--- config.mk ---
export PLATFORM = sky130hd
export DESIGN_NAME = ps2_kbd_rx_fifo
export DESIGN_NICKNAME = d
export VERILOG_FILES = /design/src/rtl/ps2_kbd_rx_fifo.sv
export SDC_FILE = /design/constraint.sdc
export NUM_CORES = 1
export LEC_CHECK = 0
export BUFFER_PORTS_ARGS = -buffer_cell sky130_fd_sc_hd__buf_2
export CAP_MARGIN = 20
export CORE_MARGIN = 2
export CORE_UTILIZATION = 48
export CTS_CLUSTER_DIAMETER = 100
export DETAILED_ROUTE_END_ITERATION = 16
export PLACE_DENSITY = 0.72
export SLEW_MARGIN = 0
export SYNTH_ARGS = -nofsm -noshare
export SYNTH_HDL_FRONTEND = slang
export SYNTH_SLANG_ARGS = --single-unit
--- constraint.sdc ---
create_clock -name clk -period 5.2 [get_ports clk]
set_clock_uncertainty 0.1 [all_clocks]
set_input_delay 0.26 -clock clk [delete_from_list [all_inputs] [get_ports clk]]
set_output_delay 0.26 -clock clk [all_outputs]
set_load 0.02 [all_outputs]
--- src/rtl/ps2_kbd_rx_fifo.sv ---
// PS/2 keyboard receiver: frame assembly, E0/F0 prefix decoding and show-ahead event FIFO.
// Optional auto-repeat suppression is enabled by defining PS2_KBD_TYPEMATIC_FILTER_EN.
module ps2_kbd_rx_fifo #(
  parameter int unsigned FIFO_DEPTH     = 8,
  parameter int unsigned CNT_WIDTH      = 8,
  parameter int unsigned TIMEOUT_CYCLES = 50000
) (
  input  logic                             clk,
  input  logic                             clrn,
  input  logic                             ps2_clk,
  input  logic                             ps2_data,
  input  logic                             rd_en,
  input  logic                             clr_ovf,
  output logic                             rd_valid,
  output logic [9:0]                       rd_data,
  output logic [$clog2(FIFO_DEPTH+1)-1:0]  level,
  output logic [CNT_WIDTH-1:0]             key_count,
  output logic                             key_down,
  output logic                             frame_err,
  output logic                             overflow
);

  localparam int unsigned AW = $clog2(FIFO_DEPTH);
  localparam int unsigned LW = $clog2(FIFO_DEPTH + 1);
  localparam int unsigned TW = $clog2(TIMEOUT_CYCLES + 1);
  localparam logic [LW-1:0] DepthL = LW'(FIFO_DEPTH);
  localparam logic [TW-1:0] ToLast = TW'(TIMEOUT_CYCLES - 1);

  typedef enum logic [1:0] {StIdle, StExt, StBrk, StExtBrk} dec_state_e;

  // Synchronisers: data is one flop shorter so it lines up with the clock edge detect.
  logic [2:0]     clk_sync_q;
  logic [1:0]     dat_sync_q;
  logic           strobe;
  logic           bit_in;

  logic [3:0]     bit_cnt_q, bit_cnt_d;
  logic [9:0]     shreg_q, shreg_d;
  logic [TW-1:0]  to_cnt_q, to_cnt_d;
  logic           byte_valid;
  logic           bad_frame;
  logic           timeout;
  logic [7:0]     rx_byte;

  dec_state_e     state_q, state_d;
  logic           push;
  logic           ev_brk;
  logic           ev_ext;
  logic [9:0]     ev_word;
  logic           push_req;

  logic [9:0]     mem_q [FIFO_DEPTH];
  logic [AW-1:0]  wr_ptr_q, wr_ptr_d;
  logic [AW-1:0]  rd_ptr_q, rd_ptr_d;
  logic [LW-1:0]  level_q, level_d;
  logic           do_pop;
  logic           full;
  logic           push_ok;
  logic           drop;

  logic [CNT_WIDTH-1:0] key_count_q, key_count_d;
  logic           key_down_q, key_down_d;
  logic           frame_err_q;
  logic           overflow_q, overflow_d;

  assign strobe  = clk_sync_q[2] & ~clk_sync_q[1];
  assign bit_in  = dat_sync_q[1];
  assign rx_byte = shreg_q[8:1];

  // Frame assembly and inter-bit timeout
  always_comb begin
    bit_cnt_d  = bit_cnt_q;
    shreg_d    = shreg_q;
    to_cnt_d   = to_cnt_q;
    byte_valid = 1'b0;
    bad_frame  = 1'b0;
    timeout    = 1'b0;
    if (strobe) begin
      to_cnt_d = '0;
      if (bit_cnt_q == 4'd10) begin
        bit_cnt_d = 4'd0;
        if (!shreg_q[0] && bit_in && (^shreg_q[9:1])) begin
          byte_valid = 1'b1;
        end else begin
          bad_frame = 1'b1;
        end
      end else begin
        shreg_d   = {bit_in, shreg_q[9:1]};
        bit_cnt_d = bit_cnt_q + 4'd1;
      end
    end else if (bit_cnt_q != 4'd0) begin
      if (to_cnt_q == ToLast) begin
        timeout   = 1'b1;
        bit_cnt_d = 4'd0;
        to_cnt_d  = '0;
      end else begin
        to_cnt_d = to_cnt_q + TW'(1);
      end
    end else begin
      to_cnt_d = '0;
    end
  end

  // Prefix decoder
  always_comb begin
    state_d = state_q;
    push    = 1'b0;
    ev_brk  = 1'b0;
    ev_ext  = 1'b0;
    if (byte_valid) begin
      unique case (state_q)
        StIdle: begin
          if (rx_byte == 8'hE0)      state_d = StExt;
          else if (rx_byte == 8'hF0) state_d = StBrk;
          else                       push = 1'b1;
        end
        StExt: begin
          if (rx_byte == 8'hF0)      state_d = StExtBrk;
          else if (rx_byte != 8'hE0) begin
            push    = 1'b1;
            ev_ext  = 1'b1;
            state_d = StIdle;
          end
        end
        StBrk: begin
          if (rx_byte == 8'hE0)      state_d = StExtBrk;
          else if (rx_byte != 8'hF0) begin
            push    = 1'b1;
            ev_brk  = 1'b1;
            state_d = StIdle;
          end
        end
        StExtBrk: begin
          if (rx_byte != 8'hE0 && rx_byte != 8'hF0) begin
            push    = 1'b1;
            ev_brk  = 1'b1;
            ev_ext  = 1'b1;
            state_d = StIdle;
          end
        end
      endcase
    end
  end

  assign ev_word = {ev_brk, ev_ext, rx_byte};

`ifdef PS2_KBD_TYPEMATIC_FILTER_EN
  logic       held_vld_q;
  logic [8:0] held_q;
  logic       repeat_make;

  assign repeat_make = push & ~ev_brk & held_vld_q & (held_q == {ev_ext, rx_byte});
  assign push_req    = push & ~repeat_make;

  always_ff @(posedge clk or negedge clrn) begin
    if (!clrn) begin
      held_vld_q <= 1'b0;
      held_q     <= '0;
    end else if (push_req && ev_brk) begin
      held_vld_q <= 1'b0;
    end else if (push_ok && !ev_brk) begin
      held_vld_q <= 1'b1;
      held_q     <= {ev_ext, rx_byte};
    end
  end
`else
  assign push_req = push;
`endif

  // FIFO control; a pop at full makes room for a coincident push
  assign do_pop  = rd_en & rd_valid;
  assign full    = (level_q == DepthL);
  assign push_ok = push_req & (~full | do_pop);
  assign drop    = push_req & full & ~do_pop;

  always_comb begin
    wr_ptr_d    = wr_ptr_q;
    rd_ptr_d    = rd_ptr_q;
    level_d     = level_q;
    key_count_d = key_count_q;
    key_down_d  = key_down_q;
    overflow_d  = overflow_q;
    if (push_ok) begin
      wr_ptr_d = wr_ptr_q + AW'(1);
      if (ev_brk) begin
        key_count_d = key_count_q + CNT_WIDTH'(1);
        key_down_d  = 1'b0;
      end else begin
        key_down_d = 1'b1;
      end
    end
    if (do_pop) rd_ptr_d = rd_ptr_q + AW'(1);
    if (push_ok && !do_pop)      level_d = level_q + LW'(1);
    else if (!push_ok && do_pop) level_d = level_q - LW'(1);
    if (drop)         overflow_d = 1'b1;
    else if (clr_ovf) overflow_d = 1'b0;
  end

  always_ff @(posedge clk) begin
    if (push_ok) mem_q[wr_ptr_q] <= ev_word;
  end

  always_ff @(posedge clk or negedge clrn) begin
    if (!clrn) begin
      clk_sync_q  <= 3'b111;
      dat_sync_q  <= 2'b11;
      bit_cnt_q   <= 4'd0;
      shreg_q     <= '0;
      to_cnt_q    <= '0;
      state_q     <= StIdle;
      wr_ptr_q    <= '0;
      rd_ptr_q    <= '0;
      level_q     <= '0;
      key_count_q <= '0;
      key_down_q  <= 1'b0;
      frame_err_q <= 1'b0;
      overflow_q  <= 1'b0;
    end else begin
      clk_sync_q  <= {clk_sync_q[1:0], ps2_clk};
      dat_sync_q  <= {dat_sync_q[0], ps2_data};
      bit_cnt_q   <= bit_cnt_d;
      shreg_q     <= shreg_d;
      to_cnt_q    <= to_cnt_d;
      state_q     <= state_d;
      wr_ptr_q    <= wr_ptr_d;
      rd_ptr_q    <= rd_ptr_d;
      level_q     <= level_d;
      key_count_q <= key_count_d;
      key_down_q  <= key_down_d;
      frame_err_q <= bad_frame | timeout;
      overflow_q  <= overflow_d;
    end
  end

  assign rd_valid  = (level_q != '0);
  assign rd_data   = rd_valid ? mem_q[rd_ptr_q] : 10'd0;
  assign level     = level_q;
  assign key_count = key_count_q;
  assign key_down  = key_down_q;
  assign frame_err = frame_err_q;
  assign overflow  = overflow_q;

endmodule

---- Yosys cells after proc, flatten, opt, wreduce, memory -nomap -nowiden ----
Memories as Yosys holds them, arrays and structs flattened.
Index checks and enable logic that the tools add are counted.
word-level totals
  register bits after elaboration ......... 58
  latch bits .............................. 0
  RAM bits ................................ 80
  memory bits (read-only) ................. 0
  input port bits ......................... 6
  output and inout port bits .............. 26
  word-level logic and storage cells ...... 111
  memories kept ........................... 1
operators by class
  add/sub/neg operators ................... 7
  multiply operators ...................... 0
  divide/modulo/power cells ............... 0
  $lt $le $gt $ge ......................... 0
  equality and inequality tests ........... 14
  shifts and indexed selects .............. 0
  multiplexer cells ....................... 45
  bitwise operators ....................... 11
  reductions and logical operators ........ 20
memories
  name   words  width  read ports  clocked after Yosys merged registers in  write ports  RTL line  RTL
  mem_q  8      10     1           0                                        1            52        logic [9:0] mem_q [FIFO_DEPTH];
operators with widths
  cell                     number
  $mux W16                 3
  $mux W1                  24
  $mux W4                  6
  $add A16 B1 Y16 const B  1
  $eq A16 B16 Y1 const B   1
  $eq A8 B8 Y1 const B     2
  $ne A8 B8 Y1 const B     2
  $mux W2                  7
  $mux W10                 1
  $ne A3 B3 Y1 const B     3
  $reduce_xor A9 Y1        1
  $add A4 B1 Y4 const B    2
  $add A8 B1 Y8 const B    1
  $eq A4 B4 Y1 const B     2
  $pmux W2 S4              1
  $reduce_bool A2 Y1       4
  $reduce_bool A4 Y1       2
  $add A3 B1 Y3 const B    2
  $reduce_and A2 Y1        3
  $and A1 B1 Y1            5
  $logic_and A1 B1 Y1      5
  $reduce_and A5 Y1        1
  $eq A2 B2 Y1 const B     2
  $not A1 Y1               4
  other kinds (8)          12

---- Logic depth before layout (Yosys ltp) ----
Gate-level depths: netlist of run 1.
  depth after elaboration ................. 12
  mapped depth ............................ 13
  mapped depth without buffers ............ 13

---- Least setup slack after synthesis of run 1 ----
Ideal clock, no wire load.
  path kind ............................... register to register
  start point ............................. register shreg_q[1]
  end point ............................... register level_q[3] (netlist: level[3])
  library setup time ...................... 0.132 ns
  data arrival time ....................... 2.953 ns
  required time ........................... 4.968 ns
  path slack .............................. 2.015 ns
  cell stages (with the launch flop) ...... 14
  path buffers ............................ 0
  clock period less this slack ............ 3.185 ns
  path through ............................ dfrtp_1 -> inv_1 -> ha_1 -> xnor3_2 -> xnor2_1 -> and4bb_2 -> ha_1 -> inv_1 -> ha_1 -> a21o_1 -> a21oi_1 -> xnor2_1 -> nor2_1 -> xor2_1
between the ends
  word-level cells in the longest chain between the ends .. 10
  elaborated cells between the ends (all ways) .. 25
  classes of those cells .................. 4 x eq/ne; 13 x mux; 1 x bitwise; 7 x reduce/logical
RTL lines
  item                                                  RTL line  RTL
  start: declaration                                    38        logic [9:0] shreg_q, shreg_d;
  start signal: assignment                              222       shreg_q <= shreg_d;
  branches (longest 5 deep; another with $ne A8 B8 Y1)  n/a
  $mux W1 (*)                                           110       if (byte_valid) begin
  $and A1 B1 Y1 (*)                                     173       assign push_ok = push_req & (~full | do_pop);
  named net push_ok                                     58        logic push_ok;
  $logic_not A1 Y1                                      194       else if (!push_ok && do_pop) level_d = level_q - LW'(1);
  $logic_and A1 B1 Y1                                   194
  $reduce_bool A2 Y1 (no source line)                   n/a
  end signal: assignment                                227       level_q <= level_d;
  end: declaration                                      55        logic [LW-1:0] level_q, level_d;
Mark *: on every way through the listed nets, which the timed path passes.
A chain may end at the register's enable or synchronous reset.

---- Worst setup path after layout of run 1 ----
Ends and elaborated chain as after synthesis.

==> impl_metrics.toml, run 1 <==
[route]
postRouteAntennaNets = 0
wl_per_cell_um = 17.8
routed_wirelength_um = 10800
routed-via-count = 3262
drc = 0
drtIter0Drc = 225
drt_pre_antenna_iters = 4
via_per_inst = 5.37

[clocking]
cts.path.max_buffers = 2
cts_root_buf = "clkbuf_16"
cts_tree = "done"
cts_resized = 0
cts_made_buffers = 17
insertion_delay_ns = 0.42
cts_sinks = 138
clk_pin_slew_ns = 0.06
htreeDepth = 4
holdBufCountCts = 4
postCtsSetupRepairBufs = 0

[power]
power_density_nw_per_um2 = 484
peakVddDrop_mv = 0.283
p_leak_uw = 0.00271

[timing]
setup_violations = 0
worstMarginPinSlew_ns = 0.977
final_max_slew_viol_count = 0
fin_setup_tns_ns = 0
slew_headroom = 0.346
min_period_over_period = 0.674
fmax_mhz = 285
hold_viol = 0
rsz0062_at_grt = "false"
min_period_ns = 3.51

[critical_path]
end_kind = "flop"
crit_slowest_cell = "dfrtp_1"
crit_type = "flop to flop"
worstPathArrival_ns = 3.70
crit_chain = "inv_1 -> ha_1 -> xnor3_2 -> xnor2_1 -> and4bb_2 -> ha_1 -> inv_1 -> ha_1 -> a21o_1 -> a21oi_1 -> xnor2_1 -> nor2_1 -> xor2_1"
crit_top_cell = "ha_1"
max_stage_delay_ns = 0.48
cp-start-kind = "flop"
worst-path-max-fanout = 9
required_ns = 5.40

[synthesis]
synth.distinct_cells = 44
avgSynthCellArea_um2 = 14.8
syn_nets = 416
ys_warn_count = 0
synth_area_um2 = 5840
ys_ff_latch = 138
synth_edf_count = 80
synthTopCellsByArea = "edfxtp_1 (41%), dfrtp_1 (23%), mux4_2 (7.7%), xnor2_1 (3.3%), ha_1 (3.2%)"
netlist.area_leader.share = 0.411
synth_ff_type = "edfxtp_1"
synth_largest_area_cell = "edfxtp_1"
syn_inst = 394
ys_async_sr_fraction = 0.420
ys_seq_area_frac = 0.661

[cells_and_area]
antennaDiodeCount = 0
syn_to_final_growth_pct = 17.0
final_common_cell = "edfxtp_1"
drive_above_1_share = 0.219
final_cell_mix = "edfxtp_1 (80), dfrtp_1 (53), nand2_1 (37), nor2_1 (37), buf_2 (31)"
nets = 470
design_area_um2 = 6830

[floorplanning]
num_io_pins = 32
die_height_um = 114
die_w_um = 114
dieArea_um2 = 13100
fp-row-count = 40
start_util = 0.488
coreArea_um2 = 12000

[grt]
gr-usage-met1 = 0.247
use_met2 = 0.292
grt_pass1_vias = 3303
grtUsageTotal = 0.186
grt_overflow = 0
top_usage_layer = "met2"
use_met3 = 0.0471
antenna_found_initial = 0
grt_pass1_wl_um = 17700
grt_start_max_net_pins = 59

[worst_hold_path]
hp-class = "input port to flop"

[place]
portBuffers = 31
gp_congestion = 0.799
placed_area_um2 = 6210
hpwlAfterDp_um = 6910

[run_status]
status = "finished clean"

[flow_run]
max_cap_viol_count = 0
final timing paths:
check	cells after the start	to	start	slack [ns]
max in group asynchronous	3	shreg_q[4]	clrn	4.10
max	13	level[3]	shreg_q[1]	1.69
max reg2reg	13	level[3]	shreg_q[1]	1.69
min in group asynchronous	3	to_cnt_q[6]	clrn	0.41
min reg2reg	0	dat_sync_q[1]	dat_sync_q[0]	0.25
min	3	rd_ptr_q[2]	rd_en	0.04
synthesized netlist by cell type (all sizes together), types with 2 or more instances:
cell type / instances
xor2: 9
buf: 3
dfrtp: 53
mux2i: 11
a22o: 2
nand3: 12
nand4: 4
nand2b: 2
dfstp: 5
inv: 13
xnor2: 22
o21ai: 14
mux2: 4
and2: 2
and3: 10
a21oi: 2
nand2: 38
nor3: 5
clkbuf: 6
mux4: 20
nor2: 37
nor4: 3
nor3b: 5
and4: 3
edfxtp: 80
ha: 15
state kept, by name (all words and copies together), names as in the netlist:
signal / flops
mem_q: 80
to_cnt_q: 16
shreg_q: 10
key_count: 8
bit_cnt_q: 4
level: 4
clk_sync_q: 3
rd_ptr_q: 3
wr_ptr_q: 3
dat_sync_q: 2
state_q: 2
frame_err: 1
key_down: 1
overflow: 1
power breakdown:
group / internal [µW] / switching [µW] / total [µW]
clock network: 728 / 430 / 1160
registers: 1250 / 146 / 1390
logic: 360 / 397 / 757
total: 2340 / 974 / 3310
layer usage:
layer / routed length, µm / up-vias
met2: 5380 / 73
met5: 0 / -
met1: 4840 / 1617
met3: 450 / 13
li1: - / 1559
met4: 148 / 0
cells by family after synthesis:
group	after synthesis	synth area share
muxes	35	0.104
and+or+nand+nor	128	0.111
DFF	138	0.661
adders and majority gates	16	0.0356
buffers and inverters	22	0.0146
AOI/OAI and AO/OA	23	0.0238
xor gates and xnor gates	32	0.0505
metrics by stage:
| step | worst slack [ns] | hold WS (ns) | total power (µW) | std cells | utilization |
|---|---|---|---|---|---|
| 2_1_floorplan | 2.01 | -0.136 | 1960 | 394 | - |
| 3_3_place_gp | 1.83 | 0.247 | 2160 | 572 | 0.519 |
| 3_5_place_dp | 1.70 | 0.247 | 2190 | 572 | 0.519 |
| 4_1_cts | 1.68 | 0.0241 | 3350 | 608 | 0.571 |
| 5_1_grt | 1.38 | 0.0410 | 3480 | 608 | 0.571 |
| 6_report | 1.69 | 0.0373 | 3310 | 608 | 0.571 |
layout make-up:
cell class | count | area, µm²
clock buffer | 21 | 460
clock inverter | 11 | 121
fill | 933 | 5130
inverter | 13 | 48.8
multi-input combinational | 234 | 1900
sequential | 138 | 3860
tap | 147 | 184
timing repair buffer | 44 | 263
critical path: cells and delay by family, from the launching register on:
kind / cells / cell delay (ns)
compound gates: 2 / 0.34
flops: 1 / 0.48
xor+xnor: 4 / 1.02
simple gates: 2 / 0.40
buf+inv: 2 / 0.24
fa+ha+maj: 3 / 0.81
(Power assumes the default switching activity.)
==> run 2: changes to the inputs <==
--- a/config.mk
+++ b/config.mk
@@ -5,13 +5,14 @@
 export SDC_FILE = /design/constraint.sdc
 export NUM_CORES = 1
 export LEC_CHECK = 0
+export ABC_AREA = 1
 export BUFFER_PORTS_ARGS = -buffer_cell sky130_fd_sc_hd__buf_2
 export CAP_MARGIN = 20
 export CORE_MARGIN = 2
 export CORE_UTILIZATION = 48
 export CTS_CLUSTER_DIAMETER = 100
 export DETAILED_ROUTE_END_ITERATION = 16
-export PLACE_DENSITY = 0.72
+export PLACE_DENSITY = 0.74
 export SLEW_MARGIN = 0
 export SYNTH_ARGS = -nofsm -noshare
 export SYNTH_HDL_FRONTEND = slang
==> constraint.sdc (replaced) <==
create_clock -name clk -period 2.85 [get_ports clk]
set_clock_uncertainty 0.1 [all_clocks]
set_input_delay 0.1425 -clock clk [delete_from_list [all_inputs] [get_ports clk]]
set_output_delay 0.1425 -clock clk [all_outputs]
set_load 0.02 [all_outputs]
==> impl_metrics.toml, run 2 <==
[run_status]
status = "finished clean"

[cells_and_area]
antennaDiodeCount = 0
regMostFlops = "mem_q"
reg_top3 = "mem_q x80, to_cnt_q x16, shreg_q x10"
drive_above_1_share = 0.203
design_area_um2 = 7540
nets = 699
final_util = 0.595
num-fill-cells = 1034
multiInputGateArea_um2 = 2170
final_cell_mix = "nor2_1 (98), edfxtp_1 (80), nand2_1 (75)"
final_cells = 862
largest_reg_flops = 80
final_common_cell = "nor2_1"
seq_area_um2 = 3860
syn_to_final_growth_pct = 20.7

[timing]
fin_setup_tns_ns = 0
fmax_mhz = 362
hold_viol = 0
min_period_over_period = 0.970
min_period_ns = 2.77
worstMarginPinSlew_ns = 0.694
setup_violations = 0
final_max_slew_viol_count = 0
slew_headroom = 0.537

[synthesis]
ys_warn_count = 0
syn_nets = 627
synth_area_um2 = 6250
synthTopCellsByArea = "edfxtp_1 (38%), dfrtp_1 (21%), nor2_1 (5.9%), o21ai_0 (5.0%), nand2_1 (4.8%)"
synth_ff_type = "edfxtp_1"
netlist.area_leader.share = 0.384
synth.distinct_cells = 37
yosysMostFrequentCell = "nor2_1"
synth_top_cells_by_count = "nor2_1 (98), edfxtp_1 (80), nand2_1 (80)"
synth_edf_count = 80
ys_ff_latch = 138
ys_async_sr_fraction = 0.420
syn_inst = 605
synth_largest_area_cell = "edfxtp_1"
ys_seq_area_frac = 0.618
avgSynthCellArea_um2 = 10.3

[clocking]
insertion_delay_ns = 0.42
cts_sinks = 138
cts_tree = "done"
cts_root_buf = "clkbuf_16"
clk_pin_slew_ns = 0.06
cts.path.max_buffers = 2
cts_made_buffers = 17
htreeDepth = 4

[power]
power_density_nw_per_um2 = 924
p_leak_uw = 0.00310
peakVddDrop_mv = 0.456

[grt]
grt_start_max_net_pins = 43
grtUsageTotal = 0.204
antenna_found_initial = 0
grt_overflow = 0
grt_pass1_wl_um = 22100
grt_pass1_vias = 4586

[route]
drc = 0
drtIter0Drc = 330
postRouteAntennaNets = 0
wl_per_cell_um = 15.7
via_per_inst = 5.29
routed_wirelength_um = 13500
routed-via-count = 4561
drt_pre_antenna_iters = 4

[floorplanning]
fp-row-count = 41
num_io_pins = 32
die_w_um = 118
start_util = 0.493
coreArea_um2 = 12700
die_height_um = 118
dieArea_um2 = 13900

[place]
portBuffers = 31
placed_area_um2 = 6790
place_inst = 819
hpwlAfterDp_um = 8560
gp_congestion = 0.928

[critical_path]
crit_slowest_cell = "dfrtp_1"
crit_chain = "inv_1 -> ha_1 -> xor2_2 -> nand3_1 -> nand2_2 -> nand4_4 -> nor2_8 -> ha_4 -> inv_2 -> ha_1 -> a21o_2 -> a21oi_2 -> nand2_1 -> nand2_1 -> nor2_1 -> xor2_1"
cp-start-kind = "flop"
crit_type = "flop to flop"
worstPathArrival_ns = 2.97
max_stage_delay_ns = 0.36
end_kind = "flop"
worst-path-max-fanout = 3
rrSetupSlack_ns = 0.08
required_ns = 3.06
path_delay_family = "adder cells"
cp.buffers_inverters = 2

[flow_run]
max_cap_viol_count = 0

[worst_hold_path]
hp-class = "input port to asynchronous set/reset pin"
==> run 2: cell types whose count changed after synthesis, moves of 18 or more <==
cell     before  now
nand3_1      12   30
o21ai_0      14   63
mux4_2       20    0
nand2_1      37   80
inv_1        13   56
nor2_1       37   98
==> run 2: where the power goes <==
| group | total (µW) | leakage (µW) | internal, µW | switching [µW] |
|---|---|---|---|---|
| Sequential | 2480 | 0.00148 | 2330 | 150 |
| Clock | 2280 | 0.000299 | 1390 | 883 |
| Combinational | 2210 | 0.00132 | 804 | 1410 |
| Total | 6970 | 0.00310 | 4530 | 2440 |
==> run 2: final cells by class <==
cell class                 count  share of cell area
clock buffer                  17              0.0564
clock inverter                15              0.0249
inverter                      58              0.0292
multi-input combinational    391               0.287
sequential                   138               0.512
tap                          172              0.0285
timing repair buffer          71              0.0617
==> run 2: logic make-up (layout without fill, tap and decap cells) <==
kind of cell	after synthesis	count (layout)	share of synthesized area
simple gates	258	258	0.192
buf+inv	76	161	0.0464
xor+xnor	18	18	0.0252
compound gates	99	99	0.0855
fa+ha+maj	16	16	0.0332
flops	138	138	0.618
==> run 2: what timing repair did <==
| item | 4_1_cts | 5_1_grt |
|---|---|---|
| gates cloned | 0 | 0 |
| pin swaps | 1 | 10 |
| setup endpoints to repair | 1 | 11 |
| hold buffers | 4 | 0 |
| resized for setup | 0 | 13 |
| setup buffers | 1 | 6 |
| endpoints found under the hold margin | 56 | 0 |
==> run 2: worst paths after layout <==
check / to / depth (start not counted) / from
min reg2reg: dat_sync_q[1] / 0 / dat_sync_q[0]
max reg2reg: level[3] / 16 / shreg_q[3]
min in group clk: rd_ptr_q[2] / 5 / rd_en
max: level[3] / 16 / shreg_q[3]
max in group asynchronous: clk_sync_q[2] / 3 / clrn
min: to_cnt_q[1] / 2 / clrn
==> run 2: layer usage <==
layer,wire length [µm],GRT usage,up-vias
met3,569,0.0499,16
met5,0,0,-
li1,-,-,2213
met2,7100,0.357,110
met1,5620,0.239,2222
met4,206,0.0843,0
==> run 2: stage by stage <==
stage | worst slack [ns] | power (µW) | hold WS [ns]
2_1_floorplan | -0.0243 | 3920 | -0.253
3_3_place_gp | 0.141 | 4480 | -0.0368
3_5_place_dp | 0.0182 | 4560 | -0.0270
4_1_cts | 0.00207 | 6890 | 0.0555
5_1_grt | -0.0321 | 7350 | 0.0909
6_report | 0.0844 | 6970 | 0.0624
